### src/rtl/clk_div_pkg.sv
// Shared definitions for the clock-divider controller: FSM encoding,
// minimum legal ratio and requester indices.
package clk_div_pkg;

    typedef enum logic [1:0] {
        IDLE    = 2'd0,
        PENDING = 2'd1,
        APPLY   = 2'd2
    } state_t;

    localparam int MIN_RATIO = 2;
    localparam int NUM_REQ   = 2;
    localparam int REQ0      = 0;
    localparam int REQ1      = 1;

    function automatic logic [NUM_REQ-1:0] req_bit(input logic id);
        return id ? 2'b10 : 2'b01;
    endfunction

endpackage

### src/rtl/clk_div_core.sv
// Period counter and registered divided clock; a synchronous load swaps the
// ratio and restarts the period at the start of its low phase.
module clk_div_core #(
    parameter int RATIO_W       = 32,
    parameter int DEFAULT_RATIO = 10
) (
    input  logic               clk,
    input  logic               rst_n,
    input  logic               load_ratio,
    input  logic [RATIO_W-1:0] new_ratio,
    output logic [RATIO_W-1:0] ratio_active,
    output logic               at_wrap,
    output logic               clk_out
);

    logic [RATIO_W-1:0] count;
    logic [RATIO_W-1:0] next_count;
    logic [RATIO_W-1:0] next_ratio;
    logic [RATIO_W-1:0] low_len;

    // NOTE: every always_comb output is assigned on every path, so no latch is inferred.
    always_comb begin
        next_ratio = load_ratio ? new_ratio : ratio_active;
        at_wrap    = (count == ratio_active - RATIO_W'(1));
        next_count = (load_ratio || at_wrap) ? '0 : count + RATIO_W'(1);
        // ceil(N/2) written so the maximum ratio cannot overflow
        low_len    = next_ratio - (next_ratio >> 1);
    end

    // NOTE: sequential state uses non-blocking assignments so all registers sample pre-edge values.
    always_ff @(posedge clk or negedge rst_n) begin
        if (!rst_n) begin
            ratio_active <= RATIO_W'(DEFAULT_RATIO);
            count        <= '0;
            clk_out      <= 1'b0;
        end else begin
            ratio_active <= next_ratio;
            count        <= next_count;
            clk_out      <= (next_count >= low_len);
        end
    end

endmodule

### src/rtl/clk_div_ctrl.sv
// Two-requester round-robin controller for the clock divider ratio.
// Define CLK_DIV_CTRL_IMMEDIATE_APPLY_EN to apply accepted ratios without waiting for a period boundary.
module clk_div_ctrl
    import clk_div_pkg::*;
#(
    parameter int RATIO_W       = 32,
    parameter int DEFAULT_RATIO = 10
) (
    input  logic               clk_in,
    input  logic               reset,
    input  logic [1:0]         req_valid,
    input  logic [RATIO_W-1:0] req_ratio0,
    input  logic [RATIO_W-1:0] req_ratio1,
    output logic [1:0]         req_ready,
    output logic [1:0]         done,
    output logic [1:0]         err,
    output logic [RATIO_W-1:0] ratio_active,
    output logic               busy,
    output logic               clk_out
);

    state_t             state;
    logic               rr_ptr;
    logic               pending_id;
    logic [RATIO_W-1:0] pending_ratio;
    logic               at_wrap;
    logic               load_ratio;
    logic               grant_id;
    logic [1:0]         hs;
    logic               hs_id;
    logic [RATIO_W-1:0] hs_ratio;

    always_comb begin
        grant_id = (req_valid == 2'b11) ? rr_ptr : req_valid[REQ1];
        hs       = req_valid & req_ready;
        hs_id    = req_ready[REQ1];
        hs_ratio = hs_id ? req_ratio1 : req_ratio0;
`ifdef CLK_DIV_CTRL_IMMEDIATE_APPLY_EN
        load_ratio = (state == PENDING);
`else
        load_ratio = (state == PENDING) && at_wrap;
`endif
    end

    always_ff @(posedge clk_in or negedge reset) begin
        if (!reset) begin
            state         <= IDLE;
            rr_ptr        <= 1'b0;
            pending_id    <= 1'b0;
            pending_ratio <= RATIO_W'(DEFAULT_RATIO);
            req_ready     <= '0;
            done          <= '0;
            err           <= '0;
            busy          <= 1'b0;
        end else begin
            req_ready <= '0;
            done      <= '0;
            err       <= '0;
            unique case (state)
                IDLE: begin
                    // a raised ready marks the handshake cycle; no new grant until it resolves
                    if (req_ready != '0) begin
                        if (hs != '0) begin
                            if (hs_ratio < RATIO_W'(MIN_RATIO)) begin
                                err <= hs;
                            end else begin
                                pending_ratio <= hs_ratio;
                                pending_id    <= hs_id;
                                busy          <= 1'b1;
                                state         <= PENDING;
                            end
                        end
                    end else if (req_valid != '0) begin
                        req_ready <= req_bit(grant_id);
                        rr_ptr    <= ~grant_id;
                    end
                end
                PENDING: begin
                    if (load_ratio) begin
                        busy  <= 1'b0;
                        done  <= req_bit(pending_id);
                        state <= APPLY;
                    end
                end
                APPLY: state <= IDLE;
                default: state <= IDLE;
            endcase
        end
    end

    clk_div_core #(
        .RATIO_W       (RATIO_W),
        .DEFAULT_RATIO (DEFAULT_RATIO)
    ) u_core (
        .clk          (clk_in),
        .rst_n        (reset),
        .load_ratio   (load_ratio),
        .new_ratio    (pending_ratio),
        .ratio_active (ratio_active),
        .at_wrap      (at_wrap),
        .clk_out      (clk_out)
    );

endmodule

### config.mk
export PLATFORM = sky130hd
export DESIGN_NAME = clk_div_ctrl
export DESIGN_NICKNAME = d
export VERILOG_FILES = /design/src/rtl/clk_div_pkg.sv /design/src/rtl/clk_div_core.sv /design/src/rtl/clk_div_ctrl.sv
export SDC_FILE = /design/constraint.sdc
export NUM_CORES = 1
export LEC_CHECK = 0
export CORE_MARGIN = 8
export CORE_UTILIZATION = 51
export DETAILED_ROUTE_END_ITERATION = 10
export DONT_BUFFER_PORTS = 1
export PLACE_DENSITY = 0.69
export SETUP_SLACK_MARGIN = 0.3
export SKIP_CTS_REPAIR_TIMING = 1
export SKIP_LAST_GASP = 1
export SYNTH_ARGS = -nofsm -noshare
export SYNTH_HDL_FRONTEND = slang
export SYNTH_SLANG_ARGS = --single-unit
### constraint.sdc
create_clock -name clk_in -period 6.73 [get_ports clk_in]
set_input_delay 1.346 -clock clk_in [delete_from_list [all_inputs] [get_ports clk_in]]
set_output_delay 1.346 -clock clk_in [all_outputs]
set_load 0.02 [all_outputs]
==> impl_metrics.prom <==
# TYPE chip_impl_metric gauge
chip_impl_info{name="outcome",value="finished, violations left"} 1
chip_impl_info{name="violations",value="negative setup slack"} 1
chip_impl_info{name="timing.critical_path.slowest_stage_cell",value="or4_4"} 1
chip_impl_metric{name="yosys_warnings",unit=""} 0
chip_impl_metric{name="grt.overflow.total",unit=""} 0
chip_impl_metric{name="skew",unit="ns"} 0.0109
chip_impl_metric{name="p_total",unit="mW"} 1.18
chip_impl_metric{name="fp.dieH",unit="um"} 143
chip_impl_metric{name="timing.critical_path.required",unit="ns"} 6.98
chip_impl_metric{name="cap_violations",unit=""} 0
chip_impl_metric{name="hold_ws",unit="ns"} 0.451
chip_impl_metric{name="num_rows",unit=""} 46
chip_impl_metric{name="cp.buffers_inverters",unit=""} 4
chip_impl_metric{name="post-route-worst-setup-slack",unit="ns"} -0.250
chip_impl_metric{name="final_max_slew_viol_count",unit=""} 0
chip_impl_metric{name="num_vias",unit=""} 7079
chip_impl_metric{name="flop_and_latch_count_out_of_synthesis",unit=""} 108
chip_impl_metric{name="die_w",unit="um"} 143
chip_impl_info{name="mostFrequentLayoutCell",value="buf_4"} 1
chip_impl_metric{name="power.density",unit="mW/mm^2"} 121
chip_impl_metric{name="drive_gt1_frac",unit=""} 0.221
chip_impl_metric{name="cts_htree_levels",unit=""} 3
chip_impl_metric{name="num_antenna_cells",unit=""} 0
chip_impl_metric{name="slew_headroom",unit=""} 0.320
chip_impl_metric{name="post_dp_cell_area",unit="sq mm"} 0.00941
chip_impl_metric{name="via_count_of_the_first_global_routing_pass",unit=""} 7159
chip_impl_metric{name="drc_errors",unit=""} 0
chip_impl_metric{name="initialDrtViolationCount",unit=""} 480
chip_impl_metric{name="timing.setup.tns",unit="ns"} -0.250
chip_impl_metric{name="worst_r2r_path_depth",unit=""} 30
chip_impl_metric{name="post_drt_wl_per_cell",unit="um"} 18.7
chip_impl_metric{name="syn-instance-count",unit=""} 907
chip_impl_info{name="clock_tree.root_cell",value="clkbuf_16"} 1
chip_impl_info{name="synthFlopType",value="dfrtp_1"} 1
chip_impl_metric{name="critical_path_peak_fanout",unit=""} 4
chip_impl_info{name="most-common-layout-cells",value="127 x buf_4, 102 x dfrtp_1, 100 x nor2_1"} 1
chip_impl_metric{name="final_design_area_no_fill",unit="sq mm"} 0.00981
chip_impl_metric{name="clk_latency",unit="ns"} 0.36
chip_impl_info{name="startpoint_of_the_worst_register_to_register_path",value="u_core.ratio_active[1]$_DFF_PN1_"} 1
chip_impl_metric{name="clock_sink_count",unit=""} 108
chip_impl_metric{name="numPlacedInstances",unit=""} 1213
chip_impl_metric{name="place.port_buffers",unit=""} 0
chip_impl_info{name="worstSetupEndpointType",value="flip-flop"} 1
chip_impl_metric{name="ctsLongestPathBuffers",unit=""} 2
chip_impl_info{name="worst_r2r_endpoint",value="u_core.clk_out$_DFF_PN0_"} 1
chip_impl_info{name="critPathLaunchType",value="flip-flop"} 1
chip_impl_info{name="clock_tree_from_tritoncts",value="built"} 1
chip_impl_metric{name="dp_hpwl",unit="mm"} 18.7
chip_impl_metric{name="fmaxAchievable",unit="MHz"} 143
chip_impl_metric{name="final_standard_cell_count_with_taps_included_and_fillers_excluded",unit=""} 1235
chip_impl_metric{name="leakage_power_total",unit="nW"} 4.80
chip_impl_metric{name="wl",unit="mm"} 23.1
chip_impl_metric{name="synth_seq_area_share",unit=""} 0.330
chip_impl_metric{name="finalCritPeriodShare",unit=""} 1.04
chip_impl_metric{name="drt_pass1_iterations",unit=""} 5
chip_impl_metric{name="ir_worst_vdd",unit="mV"} 0.109
chip_impl_metric{name="tritoncts.num_buffers",unit=""} 9
chip_impl_metric{name="die_area",unit="sq mm"} 0.0204
chip_impl_metric{name="finalHoldViolations",unit=""} 0
chip_impl_metric{name="area_occupied_by_registers",unit="sq mm"} 0.00271
chip_impl_metric{name="drt-vias-per-instance",unit=""} 5.73
chip_impl_info{name="holdPathEnd",value="done[0]$_DFF_PN0_"} 1
chip_impl_metric{name="worst_ep_arrival",unit="ns"} 7.23
chip_impl_metric{name="tightest_slew",unit="ns"} 1.02
chip_impl_metric{name="wire_length_of_the_first_global_routing_pass",unit="mm"} 37.2
chip_impl_metric{name="post-route-min-period",unit="ns"} 6.98
chip_impl_metric{name="finalWeightedCongestion",unit=""} 0.880
chip_impl_metric{name="avgSynthCellArea",unit="sq um"} 9.06
chip_impl_metric{name="critical-path-max-stage-delay",unit="ns"} 0.48
chip_impl_metric{name="hold_path_depth",unit=""} 1
chip_impl_metric{name="layout-area-overhead-vs-synth",unit="%"} 19.4
chip_impl_metric{name="clk_transition_reported_paths",unit="ns"} 0.08
chip_impl_metric{name="post_detailed_route_count_of_antenna_violating_nets",unit=""} 0
chip_impl_metric{name="mappedNetlistNets",unit=""} 1041
chip_impl_metric{name="ios",unit=""} 108
chip_impl_metric{name="mappedNetlistArea",unit="sq mm"} 0.00822
chip_impl_info{name="worst-setup-path-type",value="flip-flop to flip-flop"} 1
chip_impl_info{name="worstHoldStart",value="pending_id$_DFFE_PN0P_"} 1
chip_impl_metric{name="largest_net_degree_at_the_start_of_global_routing",unit=""} 109
chip_impl_metric{name="track_usage",unit=""} 0.233
chip_impl_metric{name="setup-violations-final",unit=""} 1
chip_impl_info{name="grt_setup_unrepaired",value="true"} 1
chip_impl_info{name="hold_path.class",value="flip-flop to flip-flop"} 1
chip_impl_metric{name="regToRegSetupSlack",unit="ns"} -0.25
chip_impl_metric{name="synth_edf_count",unit=""} 0
chip_impl_metric{name="multi_input_comb_area",unit="sq mm"} 0.00533
chip_impl_metric{name="core",unit="sq mm"} 0.0158
chip_impl_metric{name="synth_cell_types",unit=""} 71
chip_impl_metric{name="nets",unit=""} 1148
chip_impl_metric{name="grt_antenna_before_repair",unit=""} 0
chip_impl_metric{name="asyncSetResetFlopFracSynth",unit=""} 1.00
chip_impl_metric{name="fillerInstances",unit=""} 1343
chip_impl_metric{name="start_util",unit=""} 0.519
chip_impl_info{name="kind_of_cell_adding_the_most_delay_to_the_critical_path",value="compound AO/OA/AOI/OAI gates"} 1
-- layer usage --
metal  global-route usage  up-vias  routed length (um)
met1                0.313     3318               10700
met5                    0        -                   0
met2                0.357      238               10100
met4               0.0777        0                 565
met3               0.0604       38                1820
li1                     -     3485                   -
-- report_power, final --
part / switching, mW / leakage, nW / internal (mW) / total [mW]
sequential: 0 / 1.46 / 0.648 / 0.648
clock: 0.262 / 0.145 / 0.261 / 0.524
combinational: 0.00556 / 3.20 / 0.00499 / 0.0106
-- Yosys cell counts (4+ instances only) --
| cell | count | area [sq um] |
|---|---|---|
| dfrtp_1 | 104 | 2600 |
| nor2_1 | 100 | 375 |
| a21oi_1 | 74 | 370 |
| ha_1 | 65 | 813 |
| xnor2_1 | 51 | 447 |
| mux2i_1 | 50 | 500 |
| xor2_1 | 49 | 429 |
| inv_1 | 41 | 154 |
| nand2_1 | 40 | 150 |
| o21ai_0 | 30 | 150 |
| nand3_1 | 27 | 135 |
| a21o_1 | 25 | 188 |
| nor4_1 | 25 | 156 |
| clkbuf_1 | 22 | 82.6 |
| nor3_1 | 20 | 100 |
| nand4_1 | 16 | 100 |
| inv_2 | 13 | 48.8 |
| mux2_4 | 13 | 195 |
| or3_1 | 13 | 81.3 |
| or4_1 | 9 | 67.6 |
| nand2b_1 | 8 | 50.1 |
| buf_2 | 7 | 35.0 |
| and3_1 | 6 | 37.5 |
| o31ai_1 | 6 | 45.0 |
| a31oi_1 | 5 | 31.3 |
| and4_1 | 5 | 43.8 |
| a211oi_1 | 4 | 30.0 |
| and2_1 | 4 | 25.0 |
| dfstp_2 | 4 | 105 |
| nor4b_1 | 4 | 35.0 |
-- state kept, by name (all words and copies together) (netlist names) --
signal               count
u_core.ratio_active     32
err                      2
done                     2
pending_ratio           32
rr_ptr                   1
u_core.clk_out           1
u_core.count            32
req_ready                2
state                    2
pending_id               1
busy                     1
-- how the worst max path moves through the flow --
stage | startpoint | to | slack, ns | depth (start not counted)
2_1_floorplan | u_core.ratio_active[0]$_DFF_PN0_ | u_core.clk_out$_DFF_PN0_ | -0.13 | 33
3_3_place_gp | u_core.ratio_active[19]$_DFF_PN0_ | u_core.clk_out$_DFF_PN0_ | -0.19 | 27
3_5_place_dp | u_core.ratio_active[15]$_DFF_PN0_ | u_core.clk_out$_DFF_PN0_ | -0.26 | 27
4_1_cts | u_core.ratio_active[15]$_DFF_PN0_ | u_core.clk_out$_DFF_PN0_ | -0.30 | 27
5_1_grt | u_core.ratio_active[0]$_DFF_PN0_ | u_core.clk_out$_DFF_PN0_ | -0.67 | 31
6_report | u_core.ratio_active[1]$_DFF_PN1_ | u_core.clk_out$_DFF_PN0_ | -0.25 | 30
-- cell families after synthesis --
logic type / count (synthesis) / share of synthesized area
simple gates: 295 / 0.188
compound gates: 183 / 0.141
flops: 108 / 0.330
xor+xnor: 100 / 0.107
buf+inv: 88 / 0.0440
mux: 67 / 0.0902
fa+ha+maj: 66 / 0.101
-- metrics by stage --
stage                      util  setup slack, ns
final                     0.620           -0.250
after global routing      0.620           -0.672
after CTS                 0.613           -0.297
after detailed placement  0.594           -0.260
after global placement    0.594           -0.188
after floorplan               -           -0.133
-- layout make-up --
class / count / share of cell area
Multi-Input combinational cell: 711 / 0.543
Sequential cell: 108 / 0.276
Timing Repair Buffer: 130 / 0.102
Clock buffer: 9 / 0.0230
Inverter: 54 / 0.0207
Clock inverter: 7 / 0.00689
Tap cell: 216 / 0.0276
(Power assumes the default switching activity.)
